===== config.mk =====
export PLATFORM = sky130hd
export DESIGN_NAME = wb_scheduler
export DESIGN_NICKNAME = d
export VERILOG_FILES = /design/src/rtl/wb_scheduler.sv
export SDC_FILE = /design/constraint.sdc
export NUM_CORES = 1
export LEC_CHECK = 0
export ABC_CLOCK_PERIOD_IN_PS = 8200
export CAP_MARGIN = 20
export CORE_MARGIN = 2
export CORE_UTILIZATION = 51
export DETAILED_ROUTE_END_ITERATION = 10
export DONT_BUFFER_PORTS = 1
export GPL_ROUTABILITY_DRIVEN = 0
export GPL_TIMING_DRIVEN = 0
export PLACE_DENSITY = 0.66
export RECOVER_POWER = 100
export SLEW_MARGIN = 30
export SYNTH_ARGS = -nofsm -noshare
export SYNTH_HDL_FRONTEND = slang
export SYNTH_SLANG_ARGS = --single-unit

===== constraint.sdc =====
create_clock -name clk_i -period 8.2 [get_ports clk_i]
set_input_delay 0.82 -clock clk_i [delete_from_list [all_inputs] [get_ports clk_i]]
set_output_delay 0.82 -clock clk_i [all_outputs]
set_load 0.01 [all_outputs]

===== src/rtl/wb_scheduler.sv =====
// Buffered writeback scheduler: three result FIFOs, mem > ex > alu with aging override, one registered writeback per cycle.
// Latency: a result accepted at edge N appears on wb_* after edge N+1 at the earliest. Backpressure: <s>_ready_o = !full.
// Optional WB_SCHED_STATS_EN adds grant, starvation and stall counters (cleared by reset only).

module wb_sched_fifo #(
    parameter int W     = 8,
    parameter int DEPTH = 4
) (
    input  logic         clk,
    input  logic         rst_n,
    input  logic         flush,
    input  logic         push,
    input  logic         pop,
    input  logic [W-1:0] wdata,
    output logic [W-1:0] rdata,
    output logic         empty,
    output logic         full
);
    localparam int PW = $clog2(DEPTH);

    logic [W-1:0] store [DEPTH];
    logic [PW:0]  wr_ptr;
    logic [PW:0]  rd_ptr;

    always_ff @(posedge clk or negedge rst_n) begin
        if (!rst_n) begin
            wr_ptr <= '0;
            rd_ptr <= '0;
        end else if (flush) begin
            wr_ptr <= '0;
            rd_ptr <= '0;
        end else begin
            if (push) wr_ptr <= wr_ptr + 1'b1;
            if (pop)  rd_ptr <= rd_ptr + 1'b1;
        end
    end

    always_ff @(posedge clk) begin
        if (push) store[wr_ptr[PW-1:0]] <= wdata;
    end

    assign rdata = store[rd_ptr[PW-1:0]];
    assign empty = (wr_ptr == rd_ptr);
    assign full  = (wr_ptr[PW] != rd_ptr[PW]) && (wr_ptr[PW-1:0] == rd_ptr[PW-1:0]);
endmodule

module wb_scheduler #(
    parameter int ROB_ENTRY_WIDTH = 5,
    parameter int REGISTER_WIDTH  = 5,
    parameter int DATA_WIDTH      = 32,
    parameter int ADDR_WIDTH      = 32,
    parameter int CAUSE_WIDTH     = 4,
    parameter int FIFO_DEPTH      = 4,
    parameter int STARVE_LIMIT    = 8
) (
    input  logic                       clk_i,
    input  logic                       rst_ni,
    input  logic                       flush_i,
    input  logic                       mem_valid_i,
    output logic                       mem_ready_o,
    input  logic [ROB_ENTRY_WIDTH-1:0] mem_rob_idx_i,
    input  logic [REGISTER_WIDTH-1:0]  mem_wr_reg_i,
    input  logic [DATA_WIDTH-1:0]      mem_data_i,
    input  logic                       mem_reg_wr_en_i,
    input  logic                       mem_excpt_i,
    input  logic [ADDR_WIDTH-1:0]      mem_excpt_tval_i,
    input  logic [CAUSE_WIDTH-1:0]     mem_excpt_cause_i,
    input  logic                       ex_valid_i,
    output logic                       ex_ready_o,
    input  logic [ROB_ENTRY_WIDTH-1:0] ex_rob_idx_i,
    input  logic [REGISTER_WIDTH-1:0]  ex_wr_reg_i,
    input  logic [DATA_WIDTH-1:0]      ex_data_i,
    input  logic                       ex_reg_wr_en_i,
    input  logic                       alu_valid_i,
    output logic                       alu_ready_o,
    input  logic [ROB_ENTRY_WIDTH-1:0] alu_rob_idx_i,
    input  logic [REGISTER_WIDTH-1:0]  alu_wr_reg_i,
    input  logic [DATA_WIDTH-1:0]      alu_data_i,
    input  logic                       alu_reg_wr_en_i,
    output logic                       wb_valid_o,
    output logic                       wb_reg_wr_en_o,
    output logic [ROB_ENTRY_WIDTH-1:0] wb_rob_idx_o,
    output logic [REGISTER_WIDTH-1:0]  wb_wr_reg_o,
    output logic [DATA_WIDTH-1:0]      wb_data_o,
    output logic                       wb_completed_o,
    output logic                       wb_excpt_o,
    output logic [ADDR_WIDTH-1:0]      wb_excpt_tval_o,
    output logic [CAUSE_WIDTH-1:0]     wb_excpt_cause_o
`ifdef WB_SCHED_STATS_EN
    ,
    output logic [31:0]                stat_mem_grants_o,
    output logic [31:0]                stat_ex_grants_o,
    output logic [31:0]                stat_alu_grants_o,
    output logic [31:0]                stat_starve_grants_o,
    output logic [31:0]                stat_full_stall_o
`endif
);
    localparam int ENT_W = ROB_ENTRY_WIDTH + REGISTER_WIDTH + DATA_WIDTH + 1;
    localparam int MEM_W = ENT_W + 1 + ADDR_WIDTH + CAUSE_WIDTH;
    localparam int AGE_W = $clog2(STARVE_LIMIT + 1);
    localparam logic [AGE_W-1:0] LIMIT = AGE_W'(STARVE_LIMIT);

    logic             mem_empty, mem_full, ex_empty, ex_full, alu_empty, alu_full;
    logic             mem_push, ex_push, alu_push;
    logic [MEM_W-1:0] mem_head;
    logic [ENT_W-1:0] ex_head, alu_head;
    logic [AGE_W-1:0] ex_age, alu_age;
    logic             ex_starved, alu_starved;
    logic             grant_mem, grant_ex, grant_alu, starve_grant, any_grant;

    logic [ROB_ENTRY_WIDTH-1:0] sel_rob;
    logic [REGISTER_WIDTH-1:0]  sel_reg;
    logic [DATA_WIDTH-1:0]      sel_data;
    logic                       sel_wen;
    logic                       sel_exc;
    logic [ADDR_WIDTH-1:0]      sel_tval;
    logic [CAUSE_WIDTH-1:0]     sel_cause;

    assign mem_ready_o = !mem_full;
    assign ex_ready_o  = !ex_full;
    assign alu_ready_o = !alu_full;

    // Flush drops same-cycle enqueues and suppresses the pop.
    assign mem_push = mem_valid_i && !mem_full && !flush_i;
    assign ex_push  = ex_valid_i  && !ex_full  && !flush_i;
    assign alu_push = alu_valid_i && !alu_full && !flush_i;

    wb_sched_fifo #(.W(MEM_W), .DEPTH(FIFO_DEPTH)) u_mem_fifo (
        .clk(clk_i), .rst_n(rst_ni), .flush(flush_i),
        .push(mem_push), .pop(grant_mem && !flush_i),
        .wdata({mem_excpt_i, mem_excpt_tval_i, mem_excpt_cause_i,
                mem_rob_idx_i, mem_wr_reg_i, mem_data_i, mem_reg_wr_en_i}),
        .rdata(mem_head), .empty(mem_empty), .full(mem_full)
    );

    wb_sched_fifo #(.W(ENT_W), .DEPTH(FIFO_DEPTH)) u_ex_fifo (
        .clk(clk_i), .rst_n(rst_ni), .flush(flush_i),
        .push(ex_push), .pop(grant_ex && !flush_i),
        .wdata({ex_rob_idx_i, ex_wr_reg_i, ex_data_i, ex_reg_wr_en_i}),
        .rdata(ex_head), .empty(ex_empty), .full(ex_full)
    );

    wb_sched_fifo #(.W(ENT_W), .DEPTH(FIFO_DEPTH)) u_alu_fifo (
        .clk(clk_i), .rst_n(rst_ni), .flush(flush_i),
        .push(alu_push), .pop(grant_alu && !flush_i),
        .wdata({alu_rob_idx_i, alu_wr_reg_i, alu_data_i, alu_reg_wr_en_i}),
        .rdata(alu_head), .empty(alu_empty), .full(alu_full)
    );

    assign ex_starved  = !ex_empty  && (ex_age  >= LIMIT);
    assign alu_starved = !alu_empty && (alu_age >= LIMIT);

    always_comb begin
        grant_mem    = 1'b0;
        grant_ex     = 1'b0;
        grant_alu    = 1'b0;
        starve_grant = 1'b0;
        if (ex_starved && alu_starved) begin
            starve_grant = 1'b1;
            if (ex_age >= alu_age) grant_ex  = 1'b1;
            else                   grant_alu = 1'b1;
        end else if (ex_starved) begin
            starve_grant = 1'b1;
            grant_ex     = 1'b1;
        end else if (alu_starved) begin
            starve_grant = 1'b1;
            grant_alu    = 1'b1;
        end else if (!mem_empty) begin
            grant_mem = 1'b1;
        end else if (!ex_empty) begin
            grant_ex = 1'b1;
        end else if (!alu_empty) begin
            grant_alu = 1'b1;
        end
    end

    assign any_grant = grant_mem || grant_ex || grant_alu;

    always_comb begin
        sel_exc   = 1'b0;
        sel_tval  = '0;
        sel_cause = '0;
        {sel_rob, sel_reg, sel_data, sel_wen} = alu_head;
        if (grant_mem) begin
            {sel_exc, sel_tval, sel_cause, sel_rob, sel_reg, sel_data, sel_wen} = mem_head;
        end else if (grant_ex) begin
            {sel_rob, sel_reg, sel_data, sel_wen} = ex_head;
        end
    end

    always_ff @(posedge clk_i or negedge rst_ni) begin
        if (!rst_ni) begin
            ex_age  <= '0;
            alu_age <= '0;
        end else if (flush_i) begin
            ex_age  <= '0;
            alu_age <= '0;
        end else begin
            if (ex_empty || grant_ex)   ex_age  <= '0;
            else if (ex_age != LIMIT)   ex_age  <= ex_age + 1'b1;
            if (alu_empty || grant_alu) alu_age <= '0;
            else if (alu_age != LIMIT)  alu_age <= alu_age + 1'b1;
        end
    end

    always_ff @(posedge clk_i or negedge rst_ni) begin
        if (!rst_ni) begin
            wb_valid_o       <= 1'b0;
            wb_reg_wr_en_o   <= 1'b0;
            wb_rob_idx_o     <= '0;
            wb_wr_reg_o      <= '0;
            wb_data_o        <= '0;
            wb_completed_o   <= 1'b0;
            wb_excpt_o       <= 1'b0;
            wb_excpt_tval_o  <= '0;
            wb_excpt_cause_o <= '0;
        end else if (flush_i || !any_grant) begin
            wb_valid_o       <= 1'b0;
            wb_reg_wr_en_o   <= 1'b0;
            wb_rob_idx_o     <= '0;
            wb_wr_reg_o      <= '0;
            wb_data_o        <= '0;
            wb_completed_o   <= 1'b0;
            wb_excpt_o       <= 1'b0;
            wb_excpt_tval_o  <= '0;
            wb_excpt_cause_o <= '0;
        end else begin
            wb_valid_o       <= 1'b1;
            wb_reg_wr_en_o   <= sel_wen && !sel_exc;
            wb_rob_idx_o     <= sel_rob;
            wb_wr_reg_o      <= sel_reg;
            wb_data_o        <= sel_data;
            wb_completed_o   <= !sel_exc;
            wb_excpt_o       <= sel_exc;
            wb_excpt_tval_o  <= sel_exc ? sel_tval  : '0;
            wb_excpt_cause_o <= sel_exc ? sel_cause : '0;
        end
    end

`ifdef WB_SCHED_STATS_EN
    logic full_stall;
    assign full_stall = (mem_valid_i && mem_full) || (ex_valid_i && ex_full)
                     || (alu_valid_i && alu_full);

    always_ff @(posedge clk_i or negedge rst_ni) begin
        if (!rst_ni) begin
            stat_mem_grants_o    <= '0;
            stat_ex_grants_o     <= '0;
            stat_alu_grants_o    <= '0;
            stat_starve_grants_o <= '0;
            stat_full_stall_o    <= '0;
        end else begin
            if (grant_mem && !flush_i)    stat_mem_grants_o    <= stat_mem_grants_o + 1'b1;
            if (grant_ex && !flush_i)     stat_ex_grants_o     <= stat_ex_grants_o + 1'b1;
            if (grant_alu && !flush_i)    stat_alu_grants_o    <= stat_alu_grants_o + 1'b1;
            if (starve_grant && !flush_i) stat_starve_grants_o <= stat_starve_grants_o + 1'b1;
            if (full_stall)               stat_full_stall_o    <= stat_full_stall_o + 1'b1;
        end
    end
`endif
endmodule


==> results of run 1 <==
[layer usage]
layer,GRT usage [%],vias to the layer above
met5,0,-
met2,36.17,465
met4,7.452,0
met3,7.165,87
li1,-,5870
met1,27.86,7194
[worst max-delay path, delay by kind of cell (launching register included)]
family	cells	cell delay, ns
and+or+nand+nor	4	2.09
buffers and inverters	2	1.94
DFF	1	0.35
xor gates and xnor gates	1	0.32
[cell usage after synthesis, types with 2 or more instances]
| master | n | share of area [%] |
|---|---|---|
| mux4_2 | 165 | 13 |
| nand2b_1 | 4 | 0.086 |
| buf_6 | 5 | 0.19 |
| o31a_1 | 2 | 0.060 |
| ha_1 | 23 | 0.99 |
| or3_1 | 5 | 0.11 |
| inv_1 | 16 | 0.21 |
| dfrtp_1 | 108 | 9.3 |
| a211oi_1 | 3 | 0.077 |
| clkbuf_1 | 57 | 0.73 |
| mux2i_1 | 3 | 0.10 |
| nor3_1 | 2 | 0.034 |
| nand2_1 | 14 | 0.18 |
| nor2_1 | 26 | 0.33 |
| o21ai_0 | 90 | 1.5 |
| a31oi_1 | 44 | 0.94 |
| buf_2 | 4 | 0.069 |
| edfxtp_1 | 664 | 68 |
| xnor2_1 | 12 | 0.36 |
| nand3_1 | 12 | 0.21 |
| xor2_1 | 10 | 0.30 |
| buf_1 | 8 | 0.10 |
| nor2b_2 | 29 | 0.87 |
| a21oi_1 | 54 | 0.93 |
| and2_1 | 12 | 0.26 |
| nor2b_1 | 10 | 0.21 |
| mux2_2 | 5 | 0.19 |
| buf_4 | 2 | 0.052 |
[cell type report]
type	instances	area [um2]	share of cell area [%]
timing repair buffer	17	167.7	0.5081
clock buffer	106	2349	7.118
multi-input combinational	534	6071	18.40
sequential	772	22640	68.62
buffer	76	311.5	0.9442
inverter	16	60.06	0.1820
tap	756	945.9	2.867
clock inverter	45	449.2	1.361
[registers in the layout, indices dropped and copies added, names as in the netlist]
signal / count
wb_excpt_tval_o: 32
wb_reg_wr_en_o: 1
wb_excpt_o: 1
wb_wr_reg_o: 5
u_alu_fifo.wr_ptr: 3
u_mem_fifo.store: 320
u_ex_fifo.wr_ptr: 3
u_alu_fifo.rd_ptr: 3
wb_rob_idx_o: 5
u_ex_fifo.rd_ptr: 3
u_ex_fifo.store: 172
alu_age: 4
u_alu_fifo.store: 172
u_mem_fifo.rd_ptr: 3
u_mem_fifo.wr_ptr: 3
wb_excpt_cause_o: 4
ex_age: 4
wb_completed_o: 1
wb_valid_o: 1
wb_data_o: 32
[kinds of logic after synthesis]
family | Yosys count
DFF | 772
AOI/OAI and AO/OA | 200
muxes | 173
and+or+nand+nor | 116
buffers and inverters | 92
adders and majority gates | 23
xor gates and xnor gates | 22
[path summary, 6_finish.rpt]
path	from	to	cells past startpoint
max	u_alu_fifo.rd_ptr[0]	u_alu_fifo.store[2][26]	7
min	rst_ni	wb_data_o[31]	1
max reg2reg	u_alu_fifo.rd_ptr[0]	u_alu_fifo.store[2][26]	7
min reg2reg	u_ex_fifo.wr_ptr[2]	u_ex_fifo.wr_ptr[2]	2
max in group asynchronous	rst_ni	wb_excpt_tval_o[17]	1
min in group clk_i	mem_data_i[18]	u_mem_fifo.store[2][19]	0
[power by group]
| group | switching (mW) | total (mW) | internal (mW) |
|---|---|---|---|
| sequential | 0.163 | 4.70 | 4.53 |
| combinational | 1.38 | 2.26 | 0.877 |
| clock | 1.48 | 3.76 | 2.27 |
[repair_timing]
| action | 4_1_cts | 5_1_grt |
|---|---|---|
| setup buffers | 0 | 0 |
| endpoints found under the hold margin | 108 | 0 |
| hold buffers | 1 | 0 |
==> key figures, run 1 <==
Global routing
  – Global route total overflow: 0
  – Vias in the first global route: 14.40k
  – Initial antenna violation count: 1
  – Tot GR Track Use: 22.03%
  – First-pass GRT wire length: 93910 um
  – Largest net degree at the start of global routing: 109

STA
  – Final setup violation count: 0
  – RSZ-0062 raised after global routing: no
  – Worst Tran Pin Value: 2.610 ns
  – Min Hold Slack: 0.1823 ns
  – Tmin final: 5.152 ns
  – Max Freq: 0.1941 GHz
  – Fin. Hold Viols: 0
  – Fin. max-slew vios: 511
  – Setup ws final: 3.048 ns
  – Fin crit share: 62.82%
  – Max_slew headroom: -73.99%
  – Clock skew: 0.01999 ns
  – Final TNS setup: 0 ns

Worst setup path
  – Slowest stage delay, CP: 1.43 ns
  – Crit-path cells: clkbuf_1 > xor2_1 > or3_1 > nand2_1 > nor2_1 > and2_0 > clkbuf_1
  – R2R Setup Slk: 3.05 ns
  – Crit path kind: reg2reg
  – Most frequent CP cell: clkbuf_1
  – Critical-path top delay cell: and2_0
  – CP endpoint kind: flip-flop
  – Critical Path RT: 8.41 ns
  – CP arrival: 5.36 ns
  – Worst setup SP type: flip-flop
  – Crit Path Max Fanout: 22

Route
  – Number of detailed-route iterations in the first pass: 6
  – DRC Markers: 0
  – Top sig layer: met4
  – Vias/cell: 5.864
  – Drt wl/cell: 27.64 um
  – Post-route ant nets: 0
  – Routed wl met2: 32270 um
  – Vias: 13.62k
  – Metal3 WL: 5840 um
  – Total Wirelength: 64170 um
  – Wl on met1: 24380 um
  – 1st-iter DRT viols: 968

CTS
  – Max clock buf depth: 3
  – CTS Buf Count: 81
  – Cts repair resizes: 0
  – CTS Sinks: 772
  – CTS H-tree lvls: 3
  – Clock Latency Late Sink: 0.61 ns
  – CTS tree: done
  – Register clock-pin slew on the reported worst setup and hold paths: 0.06 ns
  – Clock tree root driver cell: clkbuf_16

Logic synthesis
  – Asr flop ratio synth: 13.99%
  – Post-synth EDFFs: 664
  – Post-synth cell types: 37
  – Sequential cell area fraction in the yosys report: 77.72%
  – Mapped Nets: 1593
  – Combinational family with the most area after synthesis: multiplexers
  – Yosys warns: 0
  – Simple-gate share of the synthesized area: 2.349%
  – Avg Cell Area, Syn: 20.84 um2
  – Post-Synthesis Cells: 1398
  – Post-synthesis compound-gate area fraction: 3.870%
  – Number of synthesized register bits: 772
  – Xor/xnor share of the synthesized area: 0.6614%
  – Area share of fa/ha/maj cells after synthesis: 0.9878%
  – Mux cell area share after synthesis: 13.05%
  – Ys flop type: edfxtp_1
  – Mapped Area: 29130 um2

Placed design
  – Post-DP HPWL: 43600 um
  – Placed cell area: 30490 um2
  – IO buf count: 0
  – Dpl cells: 2170
  – Dpl ws: 4.879 ns

Power and ir drop
  – Static Leakage: 10.77 nW
  – Total power: 10.72 mW
  – Pwr dens: 324.7 nW/um2
  – Worst VDD drop: 0.2187 mV

Die
  – Die Y: 243 um
  – Die area: 59050 um2
  – # IOs: 257
  – Initial Utilization: 51.66%
  – Core Area: 56390 um2
  – Cell row count: 87
  – Die W: 243 um

Final layout
  – Commonest non-fill, non-tap cell in the layout: edfxtp_1
  – N_diodes: 0
  – Post-route cell area: 33000 um2
  – Fraction of layout cells with a size suffix above 1: 22.67%
  – Synth-to-layout area growth: 13.26%
  – Fillers: 4168
  – Layout Cells excl Fill: 2322
  – Commonest cells after routing, fill and taps aside: edfxtp_1, mux4_2, dfrtp_1
  – Layout Utilization: 58.52%
  – Final layout net count: 1693

Worst hold path
  – Hold Crit Class: in2async

Flow run
  – Max_cap viols: 21

Status
  – Status: finished with violations
  – Violated checks: capacitance limit, slew limit
No activity file was read; power rests on OpenSTA's default activity.
==> run 2: changes to the inputs <==
--- a/config.mk
+++ b/config.mk
@@ -5,7 +5,7 @@
 export SDC_FILE = /design/constraint.sdc
 export NUM_CORES = 1
 export LEC_CHECK = 0
-export ABC_CLOCK_PERIOD_IN_PS = 8200
+export ABC_CLOCK_PERIOD_IN_PS = 4500
 export CAP_MARGIN = 20
 export CORE_MARGIN = 2
 export CORE_UTILIZATION = 51
@@ -13,7 +13,7 @@
 export DONT_BUFFER_PORTS = 1
 export GPL_ROUTABILITY_DRIVEN = 0
 export GPL_TIMING_DRIVEN = 0
-export PLACE_DENSITY = 0.66
+export PLACE_DENSITY = 0.69
 export RECOVER_POWER = 100
 export SLEW_MARGIN = 30
 export SYNTH_ARGS = -nofsm -noshare
==> constraint.sdc (replaced) <==
create_clock -name clk_i -period 4.5 [get_ports clk_i]
set_input_delay 0.45 -clock clk_i [delete_from_list [all_inputs] [get_ports clk_i]]
set_output_delay 0.45 -clock clk_i [all_outputs]
set_load 0.01 [all_outputs]
==> run 2 against run 1 <==
Compared with the run above: the flow still finishes with violations (capacitance limit, slew limit); via count rose by 6.2%; count of clock-buffer cells in the layout increased by 7; final area up 4.8%; sequential share of layout area is 3.1 points lower; combinational power grew 92%; non-clock buffer count grew 171; clock skew shrank 0.0010 ns; register-to-register slack got worse by 2.5 ns; clock power up 73%; wire length up 1.5%; critical endpoint is now wb_wr_reg_o[0]; largest power group unchanged.
==> key figures, run 2 (synthesis results as in run 1) <==
Worst setup path
  – CP arrival: 4.39 ns
  – Crit path kind: reg2reg
  – R2R Path Start: u_alu_fifo.rd_ptr[0]
  – Critical Path RT: 4.94 ns
  – Slowest stage delay, CP: 0.74 ns
  – Critical-path top delay cell: clkbuf_1
  – Worst setup SP type: flip-flop
  – CP endpoint kind: flip-flop
  – Crit-path cells: clkbuf_1 > xor2_1 > o31a_1 > a211oi_1 > clkbuf_1 > clkbuf_1 > a31oi_1 > a21oi_1
  – Crit path from: u_alu_fifo.rd_ptr[0]
  – Most frequent CP cell: clkbuf_1
  – Crit Path Max Fanout: 10

Final layout
  – Commonest cells after routing, fill and taps aside: edfxtp_1, dlygate4sd3_1, mux4_2
  – Final layout net count: 1862
  – Largest register FFs: 320
  – Post-route cell area: 34580 um2
  – Synth-to-layout area growth: 18.70%
  – Layout Cells excl Fill: 2494
  – Fraction of layout cells with a size suffix above 1: 20.14%
  – Commonest non-fill, non-tap cell in the layout: edfxtp_1

STA
  – RSZ-0062 raised after global routing: no
  – Tmin final: 3.948 ns
  – Max Freq: 0.2533 GHz
  – Fin. Hold Viols: 0
  – Worst Tran Pin Value: 3.164 ns
  – Setup ws final: 0.5517 ns
  – Final setup violation count: 0
  – Clock skew: 0.01896 ns
  – Fin. max-slew vios: 109
  – Max_slew headroom: -111.0%
  – Fin crit share: 87.74%

Placed design
  – Dpl cells: 2170
  – IO buf count: 0
  – Placed cell area: 30480 um2
  – Dpl ws: 0.9681 ns
  – Post-DP HPWL: 42470 um

Die
  – Core Area: 56390 um2
  – Die area: 59050 um2
  – Initial Utilization: 51.66%
  – Die W: 243 um
  – Die Y: 243 um
  – # IOs: 257
  – Cell row count: 87

CTS
  – Register clock-pin slew on the reported worst setup and hold paths: 0.06 ns
  – CTS Sinks: 772
  – Setup Fix Bufs, Post-CTS: 0
  – Clock tree root driver cell: clkbuf_16
  – CTS tree: done
  – CTS H-tree lvls: 3
  – Clock Latency Late Sink: 0.62 ns
  – Max clock buf depth: 3
  – CTS Buf Count: 79

Power and ir drop
  – Static Leakage: 11.44 nW
  – Pwr dens: 561.1 nW/um2
  – Worst VDD drop: 0.3375 mV

Global routing
  – Global route total overflow: 0
  – Tot GR Track Use: 22.44%
  – Largest net degree at the start of global routing: 109
  – First-pass GRT wire length: 97300 um
  – Vias in the first global route: 15.21k
  – Initial antenna violation count: 10

Route
  – 1st-iter DRT viols: 1229
  – DRC Markers: 0
  – Post-route ant nets: 0
  – Vias: 14.46k
  – Drt wl/cell: 26.11 um
  – Vias/cell: 5.797
  – Number of detailed-route iterations in the first pass: 5
  – Total Wirelength: 65120 um

Worst hold path
  – Hold Crit Start: mem_valid_i
  – Hold Crit Class: in2reg

Status
  – Status: finished with violations
  – Violated checks: capacitance limit, slew limit

Flow run
  – Max_cap viols: 1
## run 2: what timing repair did
| item | in CTS | in global routing |
|---|---|---|
| resized for setup | 0 | 0 |
| hold buffers | 171 | 0 |
| hold endpoints to repair | 775 | 0 |
| endpoints found under the setup margin | 0 | 0 |
## run 2: final cells by class
class                      instances  area [um2]
antenna                            5       12.51
buffer                            76       310.3
clock buffer                     113        2240
clock inverter                    34       359.1
fill                            4019       21810
inverter                          16       60.06
multi-input combinational        534        6090
sequential                       772       22640
tap                              756       945.9
timing repair buffer             188        1922
## run 2: through the flow
stage / util (%) / hold slack, ns / setup TNS (ns) / total power, mW
finish: 61.33 / 0.08933 / 0 / 19.40
floorplan: - / 0.1544 / 0 / 11.47
CTS: 61.74 / 0.04624 / 0 / 19.65
global route: 61.32 / 0.1105 / 0 / 20.20
detailed placement: 54.06 / 0.1587 / 0 / 12.91
global placement: 53.34 / 0.1583 / -227.80 / 12.83
## run 2: metal layers
layer  up-vias  global-route usage (%)  wire length (um)
met5         -                       0                62
met3       113                   4.788              4268
met1      7607                   29.98             25780
met4        12                   6.947              1414
met2       480                   37.33             33590
li1       6246                       -                 -
## run 2: critical path, delay by kind of cell (launching register included)
kind                      cells  cell delay [ns]
buffers and inverters         3             2.00
AOI/OAI and AO/OA             4             1.19
DFF                           1             0.35
xor gates and xnor gates      1             0.22
## run 2: power breakdown
group	internal, mW	leakage [nW]	total, mW	switching (mW)
logic	1.71	2.68	4.34	2.63
registers	8.25	7.48	8.55	0.300
clock network	3.88	1.28	6.51	2.63
total	13.8	11.4	19.4	5.57
## run 2: path summary, 6_finish.rpt
| check | end | slack, ns | depth (start not counted) |
|---|---|---|---|
| max in group asynchronous | wb_excpt_tval_o[6] | 1.17 | 2 |
| worst max-delay path | wb_wr_reg_o[0] | 0.55 | 8 |
| worst max register to register | wb_wr_reg_o[0] | 0.55 | 8 |
| worst min register to register | u_ex_fifo.wr_ptr[2] | 0.58 | 2 |
| min in group asynchronous | wb_wr_reg_o[4] | 1.38 | 2 |
| worst min-delay path | u_mem_fifo.wr_ptr[1] | 0.09 | 3 |
==> run 3: changes to the inputs <==
--- a/config.mk
+++ b/config.mk
@@ -5,15 +5,16 @@
 export SDC_FILE = /design/constraint.sdc
 export NUM_CORES = 1
 export LEC_CHECK = 0
+export ABC_AREA = 1
 export ABC_CLOCK_PERIOD_IN_PS = 4500
 export CAP_MARGIN = 20
 export CORE_MARGIN = 2
-export CORE_UTILIZATION = 51
+export CORE_UTILIZATION = 30
 export DETAILED_ROUTE_END_ITERATION = 10
 export DONT_BUFFER_PORTS = 1
 export GPL_ROUTABILITY_DRIVEN = 0
 export GPL_TIMING_DRIVEN = 0
-export PLACE_DENSITY = 0.69
+export PLACE_DENSITY = 0.45
 export RECOVER_POWER = 100
 export SLEW_MARGIN = 30
 export SYNTH_ARGS = -nofsm -noshare
==> run 3 against run 2 <==
Compared with the run above: the run now ends clean; first-iteration DRC count is 29% higher; critical path depth is 4 higher; final area is 8.3% higher; count of clock-buffer cells in the layout is 11 higher; power is 14% higher; critical path type unchanged; largest power group unchanged.
==> key figures, run 3 <==
Logic synthesis
  – Post-synth cell types: 31
  – Top-count cell post-synth: edfxtp_1
  – Post-Synthesis Cells: 2341
  – Sequential cell area fraction in the yosys report: 74.97%
  – Avg Cell Area, Syn: 12.90 um2
  – Cell taking the most area after synthesis: edfxtp_1
  – Synth area leaders: edfxtp_1, dfrtp_1, nand2_1
  – Top post-synthesis cells by count: edfxtp_1, nand2_1, nor2_1
  – Area share of the largest cell type after synthesis: 66.02%
  – Post-synth EDFFs: 664
  – Yosys warns: 0
  – Number of synthesized register bits: 772
  – Mapped Area: 30200 um2
  – Ys flop type: edfxtp_1
  – Asr flop ratio synth: 13.99%
  – Mapped Nets: 2536

Route
  – 1st-iter DRT viols: 1591
  – DRC Markers: 0
  – Vias/cell: 4.884
  – Drt wl/cell: 23.60 um
  – Total Wirelength: 94800 um
  – Post-route ant nets: 0
  – Number of detailed-route iterations in the first pass: 5
  – Vias: 19.62k

Global routing
  – Global route total overflow: 0
  – First-pass GRT wire length: 136200 um
  – Initial antenna violation count: 24
  – Tot GR Track Use: 18.18%
  – Largest net degree at the start of global routing: 109
  – Vias in the first global route: 20.28k

Final layout
  – Fraction of layout cells with a size suffix above 1: 8.321%
  – Final layout net count: 2837
  – Commonest cells after routing, fill and taps aside: edfxtp_1, nand2_1, nor2_1
  – Fillers: 9498
  – Largest register FFs: 320
  – Synth-to-layout area growth: 23.97%
  – Layout Cells excl Fill: 4017
  – Commonest non-fill, non-tap cell in the layout: edfxtp_1

Power and ir drop
  – Pwr dens: 591.0 nW/um2
  – Internal power: 14.47 mW
  – Worst VDD drop: 0.3797 mV
  – Flop pwr share: 38.8%
  – Combinational power share: 27.6%
  – Static Leakage: 13.55 nW
  – Clock share of power: 33.6%
  – Sw Share: 34.63%
  – Net Switching: 7.662 mW

Placed design
  – Dpl cells: 3681
  – Dpl ws: 1.045 ns
  – Post-DP HPWL: 65830 um
  – IO buf count: 0

Worst setup path
  – Critical Path RT: 5.03 ns
  – Critical-path top delay cell: clkbuf_1
  – CP endpoint kind: flip-flop
  – Crit path kind: reg2reg
  – Crit-path cells: clkbuf_1 > inv_1 > nand2_1 > nand2_1 > nand3_1 > nand2_1 > nand2_1 > clkbuf_1 > clkbuf_1 > nand2_1 > nor2_1 > nor2_1
  – Worst setup SP type: flip-flop
  – CP arrival: 4.06 ns
  – Crit Path Max Fanout: 10
  – Slowest stage delay, CP: 0.46 ns
  – Most frequent CP cell: nand2_1

STA
  – Max Freq: 0.2839 GHz
  – Fin. Hold Viols: 0
  – Final setup violation count: 0
  – Worst Tran Pin Value: 1.307 ns
  – Fin. max-slew vios: 0
  – Min Hold Slack: 0.05876 ns
  – Max_slew headroom: 12.89%
  – Setup ws final: 0.9780 ns
  – Tmin final: 3.522 ns
  – RSZ-0062 raised after global routing: no
  – Fin crit share: 78.27%
  – Clock skew: 0.02908 ns

Die
  – Die Y: 321.3 um
  – Initial Utilization: 30.20%
  – # IOs: 257
  – Die W: 321.3 um
  – Core Area: 100000 um2
  – Cell row count: 116
  – Die area: 103200 um2

CTS
  – CTS tree: done
  – Max clock buf depth: 3
  – CTS H-tree lvls: 3
  – CTS Sinks: 772
  – Register clock-pin slew on the reported worst setup and hold paths: 0.06 ns
  – Clock tree root driver cell: clkbuf_16
  – Clock Latency Late Sink: 0.67 ns
  – Setup Fix Bufs, Post-CTS: 0
  – CTS Buf Count: 89

Worst hold path
  – Hold Crit Class: in2reg

Status
  – Status: finished, final reports clean

Flow run
  – Max_cap viols: 0
run 3: cell types whose count changed after synthesis, moves of 41 or more:
cell | before | now
a21oi_1 | 54 | 213
a22oi_1 | 0 | 41
a31oi_1 | 44 | 0
a32o_1 | 0 | 84
mux4_2 | 165 | 0
nand2_1 | 14 | 475
nand3_1 | 12 | 101
nor2_1 | 26 | 314
run 3: path summary, 6_finish.rpt:
check / start / cells after the start / to / slack [ns]
min reg2reg: u_mem_fifo.store[3][45] / 2 / wb_excpt_cause_o[2] / 0.54
max: u_ex_fifo.rd_ptr[0] / 12 / wb_data_o[20] / 0.98
max reg2reg: u_ex_fifo.rd_ptr[0] / 12 / wb_data_o[20] / 0.98
min in group asynchronous: rst_ni / 2 / wb_data_o[30] / 0.55
min: alu_valid_i / 3 / u_alu_fifo.wr_ptr[0] / 0.06
max in group asynchronous: rst_ni / 2 / wb_reg_wr_en_o / 3.44
run 3: cell type report:
| cell class | instances | area [um2] | share of cell area, % |
|---|---|---|---|
| clock inverters | 41 | 541.8 | 1.447 |
| multi-input cells | 1380 | 6745 | 18.02 |
| well taps | 1298 | 1624 | 4.338 |
| diodes | 3 | 7.507 | 0.02005 |
| flip-flops and latches | 772 | 22640 | 60.47 |
| repair buffers | 210 | 2595 | 6.931 |
| inverters | 46 | 181.4 | 0.4845 |
| plain buffers | 143 | 614.3 | 1.641 |
| clock buffers | 124 | 2491 | 6.653 |
run 3: through the flow:
| step | cell area, um2 | power [mW] | utilization [%] | setup TNS, ns |
|---|---|---|---|---|
| 6_report | 37440 | 22.13 | 37.44 | 0 |
| 5_1_grt | 37440 | 23.23 | 37.44 | 0 |
| 4_1_cts | 37700 | 22.53 | 37.70 | 0 |
| 3_5_place_dp | 32960 | 14.81 | 32.96 | 0 |
| 2_1_floorplan | 30200 | 12.17 | - | -125.47 |
| 3_3_place_gp | 31830 | 14.71 | 31.83 | -1923.31 |
run 3: metal layers:
layer  track usage, %  part of all wire [%]
met1            23.00                    42
met3            4.622                   6.4
met2            30.27                    48
met4            6.158                   3.4
met5                0                  0.26
run 3: cell families (layout without fill, tap and decap cells):
logic type / after synthesis / count (layout) / synth area share (%)
buffers and inverters: 189 / 564 / 2.718
AO/OA/AOI/OAI: 440 / 440 / 9.077
AND/OR/NAND/NOR: 910 / 910 / 12.08
other: 0 / 3 / 0
adder cells (fa/ha/maj): 23 / 23 / 0.9529
flip-flops: 772 / 772 / 74.97
XOR/XNOR: 7 / 7 / 0.2030
run 3: timing repair:
item	CTS	global route
resized for setup	0	0
hold buffers	168	0
hold endpoints to repair	772	0
run 3: critical path, delay by kind of cell (launching register included):
kind / cells / cell delay, ns
buf+inv: 4 / 1.56
simple gates: 8 / 1.46
flops: 1 / 0.35
run 3: power groups by stage:
| stage | Clock [mW] | Sequential [mW] | Combinational (mW) |
|---|---|---|---|
| 3_3_place_gp | 0 | 8.78 | 5.92 |
| 3_5_place_dp | 0 | 8.74 | 6.07 |
| 5_1_grt | 7.88 | 8.63 | 6.72 |
| 2_1_floorplan | 0 | 8.65 | 3.52 |
| 4_1_cts | 7.61 | 8.60 | 6.32 |
| 6_report | 7.43 | 8.59 | 6.10 |
